===== config.mk =====
export PLATFORM = sky130hd
export DESIGN_NAME = serial_add_ctrl
export DESIGN_NICKNAME = d
export VERILOG_FILES = /design/src/rtl/serial_add_pkg.sv /design/src/rtl/adder.sv /design/src/rtl/serial_add_ctrl.sv
export SDC_FILE = /design/constraint.sdc
export NUM_CORES = 1
export LEC_CHECK = 0
export ABC_AREA = 1
export BUFFER_PORTS_ARGS = -buffer_cell sky130_fd_sc_hd__buf_4
export CAP_MARGIN = 15
export CORE_UTILIZATION = 50
export CTS_CLUSTER_DIAMETER = 40
export DETAILED_ROUTE_END_ITERATION = 7
export PLACE_DENSITY = 0.7
export SETUP_SLACK_MARGIN = 0.05
export SLEW_MARGIN = 20
export SYNTH_ARGS = -nofsm -noshare
export SYNTH_HDL_FRONTEND = slang
export SYNTH_SLANG_ARGS = --single-unit

===== constraint.sdc =====
create_clock -name clk -period 2.02 [get_ports clk]
set_input_delay 0.303 -clock clk [delete_from_list [all_inputs] [get_ports clk]]
set_output_delay 0.303 -clock clk [all_outputs]
set_load 0.02 [all_outputs]

===== src/rtl/serial_add_pkg.sv =====
// Shared definitions for the bit-serial adder controller.
//   state_e    : controller state encoding (2'd3 is unused and decodes to IDLE)
//   cnt_width  : bit-counter width for a given operand width, never below 1
package serial_add_pkg;

   typedef enum logic [1:0] {
      ST_IDLE = 2'd0,
      ST_RUN  = 2'd1,
      ST_DONE = 2'd2
   } state_e;

   function automatic int cnt_width(input int w);
      return (w < 2) ? 1 : $clog2(w);
   endfunction

endpackage


===== src/rtl/adder.sv =====
// 1-bit full adder cell, the only arithmetic element of the serial adder.
//   a, b, cin : operand bits and carry-in
//   sum, cout : sum bit and carry-out
module adder (
   input  logic a,
   input  logic b,
   input  logic cin,
   output logic sum,
   output logic cout
);

   assign sum  = a ^ b ^ cin;
   assign cout = (a & b) | (cin & (a ^ b));

endmodule


===== src/rtl/serial_add_ctrl.sv =====
// Bit-serial WIDTH-bit adder: one full-adder cell is reused for WIDTH cycles,
// LSB first, with the carry held in a register between cycles.
//   clk, rst_n      : clock, asynchronous active-low reset
//   start           : request, accepted only in IDLE
//   a, b, cin       : operands and carry-in, captured on the accepted start
//   busy            : high while bits are being added
//   done            : one-cycle pulse, sum/cout valid
//   sum, cout       : registered result, held until the next completion
//
// state   | meaning
// --------+-----------------------------------------------------------
// IDLE    | waiting for start; operands captured when start is seen
// RUN     | one operand bit pair added per cycle, busy=1
// DONE    | result just loaded, done=1 for one cycle, then back to IDLE
module serial_add_ctrl
   import serial_add_pkg::*;
#(
   parameter int WIDTH = 8
) (
   input  logic             clk,
   input  logic             rst_n,
   input  logic             start,
   input  logic [WIDTH-1:0] a,
   input  logic [WIDTH-1:0] b,
   input  logic             cin,
   output logic             busy,
   output logic             done,
   output logic [WIDTH-1:0] sum,
   output logic             cout
);

   localparam int CW = cnt_width(WIDTH);

   state_e           state_q;
   logic [CW-1:0]    cnt_q;
   logic [WIDTH-1:0] opa_q;
   logic [WIDTH-1:0] opb_q;
   logic [WIDTH-1:0] part_q;
   logic [WIDTH-1:0] part_d;
   logic [WIDTH-1:0] sum_q;
   logic             carry_q;
   logic             cout_q;
   logic             busy_q;
   logic             done_q;
   logic             fa_sum;
   logic             fa_cout;
   logic             last_bit;

   adder u_fa (
      .a    (opa_q[0]),
      .b    (opb_q[0]),
      .cin  (carry_q),
      .sum  (fa_sum),
      .cout (fa_cout)
   );

   // Each new sum bit enters at the MSB, so after WIDTH shifts bit i holds
   // the sum produced in cycle i.
   always_comb begin
      part_d = part_q >> 1;
      part_d[WIDTH-1] = fa_sum;
   end

   assign last_bit = (cnt_q == CW'(WIDTH - 1));

   always_ff @(posedge clk or negedge rst_n) begin
      if (!rst_n) begin
         state_q <= ST_IDLE;
         cnt_q   <= '0;
         opa_q   <= '0;
         opb_q   <= '0;
         part_q  <= '0;
         carry_q <= 1'b0;
         sum_q   <= '0;
         cout_q  <= 1'b0;
         busy_q  <= 1'b0;
         done_q  <= 1'b0;
      end else begin
         case (state_q)
            ST_RUN: begin
               opa_q   <= opa_q >> 1;
               opb_q   <= opb_q >> 1;
               part_q  <= part_d;
               carry_q <= fa_cout;
               if (last_bit) begin
                  // counter is left at WIDTH-1 rather than wrapping
                  sum_q   <= part_d;
                  cout_q  <= fa_cout;
                  busy_q  <= 1'b0;
                  done_q  <= 1'b1;
                  state_q <= ST_DONE;
               end else begin
                  cnt_q <= cnt_q + CW'(1);
               end
            end
            ST_DONE: begin
               done_q  <= 1'b0;
               state_q <= ST_IDLE;
            end
            default: begin
               // IDLE, and the unused encoding which behaves as IDLE
               done_q  <= 1'b0;
               busy_q  <= 1'b0;
               state_q <= ST_IDLE;
               if (start) begin
                  opa_q   <= a;
                  opb_q   <= b;
                  carry_q <= cin;
                  cnt_q   <= '0;
                  busy_q  <= 1'b1;
                  state_q <= ST_RUN;
               end
            end
         endcase
      end
   end

   assign busy = busy_q;
   assign done = done_q;
   assign sum  = sum_q;
   assign cout = cout_q;

endmodule


==> metrics.md <==
| Metric | Value |
|---|---|
| Synth Cell Area | `1850 sq um` |
| Buffer depth of the longest clock path | `2` |
| Max Clock Freq | `665 MHz` |
| Post-DR wirelength/cell | `10.8 microns` |
| Total net switching power | `1020 uW` |
| Number of clock sinks | `40` |
| Count of antenna diodes in the layout | `0` |
| Number of max-cap violations | `0` |
| Asr flop ratio synth | `100%` |
| Capture endpoint of the worst hold path | `opa_q[7]` |
| Syn nets | `250` |
| Post-synth cell types | `15` |
| Most frequent cell after synthesis | `nand2_1` |
| Number of search-and-repair iterations in the first detailed-routing pass | `7` |
| Gpl congestion | `a little over 0.7` |
| TritonCTS clock tree | `built` |
| Worst VDD drop | `0.000786 V` |
| Worst r2r src | `cnt_q[0]` |
| Cell area after placement | `2090 sq um` |
| Via count of the first global-routing pass | `1354` |
| Post-detail-place hpwl | `approximately 2200 microns` |
| Post-detailed-route count of antenna-violating nets | `0` |
| Arrival time of data at the critical path endpoint | `1690 ps` |
| WL final | `3280 microns` |
| Register-to-Register Setup Slack | `~520 ps` |
| Maximum fanout along the worst path | `18` |
| Post-synthesis cell type with the largest combined area | `dfrtp_1` |
| Final setup violation count | `0` |
| Pin slew with the least headroom to its limit | `about 500 ps` |
| Port Buffers | `30` |
| Slack of the critical path | `516 ps` |
| WHS Path Cells | `3` |
| # DRC | `0` |
| Net count reported at finish | `282` |
| Final clock period utilization by the worst path | `about 74%` |
| Worst rel slew slack | `66.7%` |
| Final hold violation count | `0` |
| Later-pin clock latency in the skew report | `290 ps` |
| TritonCTS Buffers | `5` |
| Total leakage power | `0.00122 uW` |
| Mapped Avg Cell Area | `8.26 sq um` |
| Combinational cell fraction of total power | `35.6%` |
| Summed negative setup slack over all endpoints | `0 ps` |
| Worst reg2reg path depth | `6` |
| Largest cells by area after synthesis | `dfrtp_1, nand2_1, o21ai_0` |
| Pwr per Cell Area | `~1200 nW/um^2` |
| Critical hold path startpoint | `a[7]` |
| Unrepaired setup endpoints after global routing | `false` |
| Pwr Total | `about 2700 uW` |
| Worst Clk Skew | `4.04 ps` |
| Mapped Cells | `224` |
| Net switching fraction of the power | `37.7%` |
| Pre-CTS setup slack | `512 ps` |
| Fraction of layout instances using a drive strength above 1 | `16.7%` |
| Yosys warnings | `0` |
| Clock transition time at the flip-flop clock pins of the worst setup and hold paths | `70 ps` |
| Outcome | `completed` |
| Number of register bits inferred by synthesis | `40` |
| Number of max-slew violations in the final report | `0` |
| Clk Tree Root Cell | `clkbuf_8` |
| Via count | `1415` |
| Post-route cell area | `2190 sq um` |
| # rows | `21` |
| Top cell types by occurrence after synthesis | `nand2_1, dfrtp_1, o21ai_0` |
| Portion of synthesized cell area occupied by the leading cell type | `between 50 and 60%` |
| Number of enable flip-flop cells after synthesis | `0` |
| Critical path data required time | `2200 ps` |
| Initial cell density of the core | `53.8%` |
| Maximum level of the CTS H-tree | `2` |
| Worst path cell trace | `ha_1 -> ha_1 -> nand2_2 -> nand3_1 -> nand2_1 -> nand2_1` |
| Post-CTS Setup Inserts | `0` |
| Sequential area share after synthesis | `54.1%` |
| First-pass GRT wire length | `between 6000 and 7000 microns` |
| GRT Residual Overflow | `0` |
| Die area | `3950 sq um` |
| GRT Util Overall | `20.0%` |
| Antenna violations before repair | `0` |
| R2r endpoint | `cnt_q[0]` |
| Kind of path behind the tightest hold check | `input pin to flip-flop` |
| Startpoint types | `flip-flop` |
| Initial detailed-routing violation count | `72` |
| Number of ports placed on the die boundary | `31` |
| Delay of the slowest critical-path stage | `390 ps` |
| Reg power frac | `roughly 45%` |
| Critical path endpoint category | `flip-flop` |
| DIE WIDTH | `62.8 microns` |
| WS Path Type | `flip-flop to flip-flop` |
| CP max-delay cell | `dfrtp_1` |
| Min Tclk post-route | `1500 ps` |
| Chip Height | `62.8 microns` |
| Clock power share | `about a fifth` |
| Largest net degree at the start of global routing | `41` |
| Core Box Area | `3440 sq um` |
| Top flip-flop cell by instance count after synthesis | `dfrtp_1` |
| Via-per-instance ratio | `4.67` |
| Layout Area Growth over Synthesis | `18.4%` |
| Cell internal power dissipation | `1690 uW` |
==> cells by family after synthesis <==
family	share of synthesized area [%]
and+or+nand+nor	29.6
buffers and inverters	6.96
DFF	54.1
AOI/OAI and AO/OA	4.87
adders and majority gates	4.46
==> power by group through the flow <==
stage                     registers (uW)  clock network [uW]  logic (uW)
after global routing                1240                 590        1140
after CTS                           1210                 550         979
after detailed placement            1230                   0         972
after floorplan                     1210                   0         769
final                               1220                 530         966
after global placement              1220                   0         954
==> final cells by class <==
cell class                      instances  area (sq um)
Inverter                               17          71.3
Multi-Input combinational cell        159           721
Sequential cell                        40          1000
Fill cell                             323          1250
Timing Repair Buffer                   33           250
Clock buffer                            8          90.1
Tap cell                               46          57.6
==> per-stage QoR <==
step,utilization [%],hold WS [ps],std cells
6_report,63.6,265,303
5_1_grt,63.6,261,303
4_1_cts,63.6,259,303
3_5_place_dp,60.7,307,294
3_3_place_gp,60.7,309,294
2_1_floorplan,-,7.41,224
==> registers in the layout (all words and copies together), names as in the netlist <==
| name | count |
|---|---|
| opa_q | 8 |
| done | 1 |
| opb_q | 8 |
| part_q | 7 |
| busy | 1 |
| cnt_q | 3 |
| state_q | 2 |
| sum | 8 |
| carry_q | 1 |
| cout | 1 |
==> timing repair <==
item / in CTS / in global routing
gates resized for setup: 0 / 0
hold endpoints to repair: 40 / 0
hold buffers: 1 / 0
==> worst max path at each step <==
stage                     from        to  slack (ps)
detailed placement    cnt_q[0]  cnt_q[0]         510
global route          cnt_q[0]  cnt_q[2]         340
CTS                   cnt_q[0]  cnt_q[0]         500
finish                cnt_q[0]  cnt_q[0]         520
global placement      cnt_q[0]  cnt_q[1]         560
floorplan           state_q[0]  opa_q[0]         730
==> critical path: cells and delay by family (launching register included) <==
kind                     cells  cell delay [ps]
flip-flops                   1              390
AND/OR/NAND/NOR              4              580
adder cells (fa/ha/maj)      2              430
==> layer usage <==
| metal | wire [microns] | share of wire [%] | global-route usage [%] | vias to the layer above |
|---|---|---|---|---|
| met1 | 1620 | 50 | 27.0 | 638 |
| met2 | 1450 | 44 | 29.9 | 28 |
| met3 | 141 | 4.3 | 5.66 | 6 |
| met5 | 0 | 0 | 0 | - |
| met4 | 60 | 1.8 | 8.72 | 0 |
| li1 | - | - | - | 743 |
==> layout by cell type, fill, tap and decap left out <==
master,n
fa_1,1
inv_4,1
ha_1,5
inv_1,15
o21ai_0,18
buf_4,32
dlygate4sd3_1,1
clkbuf_8,6
nand2_2,1
nand2_8,2
nor2_1,1
clkbuf_1,2
dfrtp_1,40
inv_6,1
nand3_1,5
nand2_1,126
Note: power is estimated with default switching activity, not from simulation.
